===== config.mk =====
export PLATFORM = sky130hd
export DESIGN_NAME = dice_traffic_sched_flat
export DESIGN_NICKNAME = d
export VERILOG_FILES = /design/src/rtl/dice_traffic_sched_if.sv /design/src/rtl/dice_traffic_sched.sv /design/src/flat_wrapper.sv
export SDC_FILE = /design/constraint.sdc
export NUM_CORES = 1
export LEC_CHECK = 0
export ABC_AREA = 1
export BUFFER_PORTS_ARGS = -buffer_cell sky130_fd_sc_hd__buf_2
export CAP_MARGIN = 10
export CELL_PAD_IN_SITES_DETAIL_PLACEMENT = 0
export CELL_PAD_IN_SITES_GLOBAL_PLACEMENT = 2
export CORE_ASPECT_RATIO = 1.25
export CORE_UTILIZATION = 35
export CTS_CLUSTER_SIZE = 20
export DETAILED_ROUTE_END_ITERATION = 8
export PLACE_DENSITY_LB_ADDON = 0.1
export RECOVER_POWER = 50
export SKIP_LAST_GASP = 1
export SYNTH_ARGS = -nofsm -noshare
export SYNTH_HDL_FRONTEND = slang
export SYNTH_SLANG_ARGS = --single-unit

===== constraint.sdc =====
create_clock -name clk -period 3.1 [get_ports clk]
set_input_delay 0.93 -clock clk [delete_from_list [all_inputs] [get_ports clk]]
set_output_delay 0.93 -clock clk [all_outputs]
set_load 0.01 [all_outputs]

===== src/rtl/dice_traffic_sched_if.sv =====
// Handshake/bus bundle between the dice/traffic display sequencer and its
// surroundings.
//   req     : user throw request (level, rising edge is the event)
//   rag     : traffic light state {red, amber, green}
//   sel     : mux select, 1 = traffic, 0 = dice
//   roll    : dice button drive, 1 = dice rolling
//   busy    : request pending or being served
//   dropped : one-cycle pulse, a request edge was ignored
// master : drives req/rag, observes the sequencer outputs
// slave  : the sequencer itself
interface dice_traffic_sched_if;
  logic       req;
  logic [2:0] rag;
  logic       sel;
  logic       roll;
  logic       busy;
  logic       dropped;

  modport master (
    output req, rag,
    input  sel, roll, busy, dropped
  );

  modport slave (
    input  req, rag,
    output sel, roll, busy, dropped
  );
endinterface


===== src/rtl/dice_traffic_sched.sv =====
// Sequencer owning the select line of the dice/traffic-light output mux.
// Traffic is shown by default; a user request switches the display to the
// dice (only while traffic shows red alone and after a minimum traffic
// dwell), holds the dice button for ROLL_CYCLES, shows the settled result
// for HOLD_CYCLES, then returns to traffic.
// Ports:
//   clk : system clock, rising edge
//   rst : asynchronous active-low reset
//   bus : dice_traffic_sched_if.slave (req, rag in; sel, roll, busy, dropped out)
// All outputs are registered; there is no input-to-output combinational path.
module dice_traffic_sched #(
  parameter int unsigned MIN_TRAFFIC = 6,
  parameter int unsigned ROLL_CYCLES = 4,
  parameter int unsigned HOLD_CYCLES = 8
) (
  input  logic                  clk,
  input  logic                  rst,
  dice_traffic_sched_if.slave   bus
);

  localparam int unsigned DW   = $clog2(MIN_TRAFFIC + 1);
  localparam int unsigned PMAX = (ROLL_CYCLES > HOLD_CYCLES) ? ROLL_CYCLES : HOLD_CYCLES;
  localparam int unsigned PW   = $clog2(PMAX + 1);

  localparam logic [DW-1:0] DWELL_MAX = DW'(MIN_TRAFFIC);
  localparam logic [PW-1:0] ROLL_LOAD = PW'(ROLL_CYCLES - 1);
  localparam logic [PW-1:0] HOLD_LOAD = PW'(HOLD_CYCLES - 1);

  typedef enum logic [1:0] {
    TRAFFIC = 2'd0,
    WAIT    = 2'd1,
    ROLL    = 2'd2,
    SHOW    = 2'd3
  } state_t;

  state_t        state_q, state_d;
  logic [DW-1:0] dwell_q, dwell_d;
  logic [PW-1:0] phase_q, phase_d;
  logic          req_q, req_d;
  logic          armed_q, armed_d;
  logic          sel_q, sel_d;
  logic          roll_q, roll_d;
  logic          busy_q, busy_d;
  logic          dropped_q, dropped_d;
  logic          req_edge;

  always_comb begin
    state_d   = state_q;
    dwell_d   = dwell_q;
    phase_d   = phase_q;
    dropped_d = 1'b0;
    req_d     = bus.req;
    armed_d   = 1'b1;
    // req_q is cleared by reset, so a req held high through reset would look
    // like a fresh edge on the first clock; armed_q masks that one edge.
    req_edge  = bus.req & ~req_q & armed_q;

    unique case (state_q)
      TRAFFIC: begin
        if (dwell_q != DWELL_MAX) dwell_d = dwell_q + 1'b1;
        if (req_edge) state_d = WAIT;
      end
      WAIT: begin
        if (dwell_q != DWELL_MAX) dwell_d = dwell_q + 1'b1;
        dropped_d = req_edge;
        // Only red alone permits the switch; red+amber and illegal codes do not.
        if (bus.rag == 3'b100 && dwell_q == DWELL_MAX) begin
          state_d = ROLL;
          phase_d = ROLL_LOAD;
        end
      end
      ROLL: begin
        dropped_d = req_edge;
        if (phase_q == '0) begin
          state_d = SHOW;
          phase_d = HOLD_LOAD;
        end else begin
          phase_d = phase_q - 1'b1;
        end
      end
      SHOW: begin
        dropped_d = req_edge;
        if (phase_q == '0) begin
          state_d = TRAFFIC;
          dwell_d = '0;
        end else begin
          phase_d = phase_q - 1'b1;
        end
      end
      default: begin
        state_d = TRAFFIC;
        dwell_d = '0;
        phase_d = '0;
      end
    endcase

    // Outputs decoded from the next state so they change on the same edge
    // as the state; sel and roll can never be high together.
    sel_d  = (state_d == TRAFFIC) || (state_d == WAIT);
    roll_d = (state_d == ROLL);
    busy_d = (state_d != TRAFFIC);
  end

  always_ff @(posedge clk or negedge rst) begin
    if (!rst) begin
      state_q   <= TRAFFIC;
      dwell_q   <= '0;
      phase_q   <= '0;
      req_q     <= 1'b0;
      armed_q   <= 1'b0;
      sel_q     <= 1'b1;
      roll_q    <= 1'b0;
      busy_q    <= 1'b0;
      dropped_q <= 1'b0;
    end else begin
      state_q   <= state_d;
      dwell_q   <= dwell_d;
      phase_q   <= phase_d;
      req_q     <= req_d;
      armed_q   <= armed_d;
      sel_q     <= sel_d;
      roll_q    <= roll_d;
      busy_q    <= busy_d;
      dropped_q <= dropped_d;
    end
  end

  assign bus.sel     = sel_q;
  assign bus.roll    = roll_q;
  assign bus.busy    = busy_q;
  assign bus.dropped = dropped_q;

endmodule


===== src/flat_wrapper.sv =====
// flat-port wrapper written by rule: the top's interface ports become plain ports
module dice_traffic_sched_flat 
#(
  parameter int unsigned MIN_TRAFFIC = 6,
  parameter int unsigned ROLL_CYCLES = 4,
  parameter int unsigned HOLD_CYCLES = 8
)
  (clk, rst, bus_req, bus_rag, bus_sel, bus_roll, bus_busy, bus_dropped);
  dice_traffic_sched_if bus_i ();
  input  logic clk;
  input  logic rst;
  input wire logic [$bits(bus_i.req)-1:0] bus_req;
  input wire logic [$bits(bus_i.rag)-1:0] bus_rag;
  output wire logic [$bits(bus_i.sel)-1:0] bus_sel;
  output wire logic [$bits(bus_i.roll)-1:0] bus_roll;
  output wire logic [$bits(bus_i.busy)-1:0] bus_busy;
  output wire logic [$bits(bus_i.dropped)-1:0] bus_dropped;
  assign bus_i.req = bus_req;
  assign bus_i.rag = bus_rag;
  assign bus_sel = bus_i.sel;
  assign bus_roll = bus_i.roll;
  assign bus_busy = bus_i.busy;
  assign bus_dropped = bus_i.dropped;
  dice_traffic_sched #(.MIN_TRAFFIC(MIN_TRAFFIC), .ROLL_CYCLES(ROLL_CYCLES), .HOLD_CYCLES(HOLD_CYCLES)) u_core (.clk(clk), .rst(rst), .bus(bus_i));
endmodule

==> impl_metrics.yaml <==
logic_synthesis:
  yosysMostFrequentCell: "nand2_1"
  synth_area_leaders: "dfrtp_1 45%, nand2_1 11%, ha_1 4.9%, inv_1 4.4%, nor2_1 3.9%"
  synth_top_cell_area_share: 0.453
  synth_edf_count: 0
  synth.avg_cell_area_sq_um: 8.79
  ys_warn_count: 0
  syn-num-nets: 97
  synth-main-ff-cell: "dfrtp_1"
  yosysTopAreaCell: "dfrtp_1"
  yosysSeqAreaShare: 0.487
  syn_inst: 88
  synth_cell_types: 25
  synthTopCellsByCount: "23 x nand2_1, 14 x dfrtp_1, 9 x inv_1"
  async_flop_share: 1.00
  syn_area_sq_um: 773
  yosys_register_bits: 15
critical_path:
  path_depth: 1
  rrSetupSlack_ns: 1.70
  crit_start: "u_core.bus.sel"
  cp-end-kind: "primary output"
  start_kind: "flop"
  path_cells: "buf_2"
  path_buf_inv: 1
  crit_arrival_ns: 0.92
  max_stage_delay_ns: 0.53
  crit_end: "bus_sel"
  reg2reg_from: "u_core.phase_q[0]"
  cp.required_ns: 2.17
  r2r_cells: 7
  critPathSlowestCell: "dfstp_2"
  cp_top_family: "flip-flops"
  worstPathMaxFanout: 1
  crit_type: "reg -> out"
  r2r_end: "u_core.bus.busy"
timing:
  slew_violations: 0
  period_share: 0.597
  slew_headroom: 0.471
  finalHoldViolCount: 0
  min_period_ns: 1.85
  setup_tns_ns: 0
  fmax_mhz: 541
  rsz0062_at_grt: "false"
  clock_skew_ns: 0.000963
  worstMarginPinSlew_ns: 0.794
  setup-violations-final: 0
finish:
  multiInputGateArea_sq_um: 345
  stdcell_count: 121
  syn_to_final_growth_pct: 12.5
  num-fill-cells: 225
  seq_area_sq_um: 377
  drive_gt1_frac: 0.257
  layout.nets: 111
  antenna_cells: 0
run_status:
  outcome: "completed"
cts:
  cts_sinks: 15
  ctsLongestPathBuffers: 2
  post-cts-setup-buffer-count: 0
  hold_buffers: 0
  cts_root_buf: "clkbuf_4"
  cts_tree: "yes"
  ctsResizeCount: 0
  worstSkewPairLatency_ns: 0.28
  htreeDepth: 1
  cts_inserted_buffers: 3
  clk_pin_slew_ns: 0.09
worst_hold_path:
  min_path_type: "reg -> reg"
routing:
  drc_errors: 0
  via_count: 580
  drt_pre_antenna_iters: 6
  vias_per_cell: 4.79
  dr.first_iter.drc_count: 9
  wl_per_cell_um: 11.9
  antenna_left: 0
  routed_wl_mm: 1.44
floorplanning:
  core_sq_um: 2030
  die_x_um: 44.0
  io_pins: 10
  die-area_sq_um: 2400
  placementRows: 18
  start_util: 0.381
  die_h_um: 54.6
grt:
  grt_pass1_wl_mm: 2.70
  grt_max_degree: 16
  antenna_found_initial: 0
  first_global_vias: 597
  track_usage: 0.165
  grt-ovfl-total: 0
power:
  ir_drop_uv: 333
  powerDensity_nw_per_um2: 791
  leakage_nw: 0.456
placed_design:
  place_congestion: 0.702
  dp.cells: 117
  portBuffers: 9
  hpwl_mm: 1.15
flow_run:
  cap_violations: 0
==> sequential cells by signal (all words and copies together) (netlist names) <==
signal and count:
u_core.phase_q 4, u_core.req_q 1, u_core.bus.busy 1, u_core.bus.dropped 1, u_core.bus.roll 1, u_core.state_q 2
u_core.dwell_q 3, u_core.armed_q 1, u_core.bus.sel 1
==> cell usage in the layout (no fill, tap or decap), drive strengths merged <==
cell type and instances:
nand2 27, dfrtp 14, nor2 12, inv 11, buf 8, nand3 6, clkbuf 4, o21ai 4
ha 3, a21oi 3, nand4 2, clkinv 2, nor3 1, xor2 1, a31oi 1, conb 1
dfstp 1
==> logic make-up after synthesis <==
group | synth area share
other | 0.00485
XOR/XNOR | 0.0113
buffers and inverters | 0.0663
flip-flops | 0.487
AO/OA/AOI/OAI | 0.0583
AND/OR/NAND/NOR | 0.324
adder cells (fa/ha/maj) | 0.0485
==> power breakdown <==
part	internal [W]	switching, W	leakage [nW]
Clock	0.0000478	0.0000652	0.0177
Sequential	0.000253	0.0000430	0.182
Combinational	0.000103	0.000175	0.256
==> cell type report <==
cell class                      count  area share
Tap cell                           20      0.0288
Timing Repair Buffer                9      0.0504
Clock buffer                        3      0.0259
Sequential cell                    15       0.433
Inverter                           12      0.0590
Clock inverter                      1     0.00576
Multi-Input combinational cell     61       0.397
==> through the flow <==
step | hold WS (ns) | total power, W | utilization | instance area, sq um | worst slack [ns]
after floorplan | 0.411 | 0.000516 | - | 773 | 1.51
after global placement | 0.434 | 0.000585 | 0.416 | 843 | 1.35
after detailed placement | 0.443 | 0.000588 | 0.416 | 843 | 1.35
after CTS | 0.456 | 0.000704 | 0.430 | 871 | 1.23
after global routing | 0.476 | 0.000768 | 0.429 | 870 | 1.21
final | 0.453 | 0.000688 | 0.429 | 870 | 1.25
==> worst min-delay path by stage <==
stage | from | to | slack [ns] | cells past startpoint
after global placement | u_core.req_q | u_core.bus.dropped | 0.43 | 1
after global routing | u_core.req_q | u_core.bus.dropped | 0.48 | 1
after detailed placement | u_core.req_q | u_core.bus.dropped | 0.44 | 1
final | u_core.req_q | u_core.bus.dropped | 0.45 | 1
after CTS | u_core.req_q | u_core.bus.dropped | 0.46 | 1
after floorplan | u_core.req_q | u_core.bus.dropped | 0.41 | 1
==> per-layer routing <==
layer | global-route usage | vias up | routed length, um
met5 | 0 | - | 0
met1 | 0.163 | 271 | 598
li1 | - | 304 | -
met4 | 0.0909 | 0 | 28
met2 | 0.306 | 3 | 794
met3 | 0.0495 | 2 | 22
No activity file was read; power rests on OpenSTA's default activity.
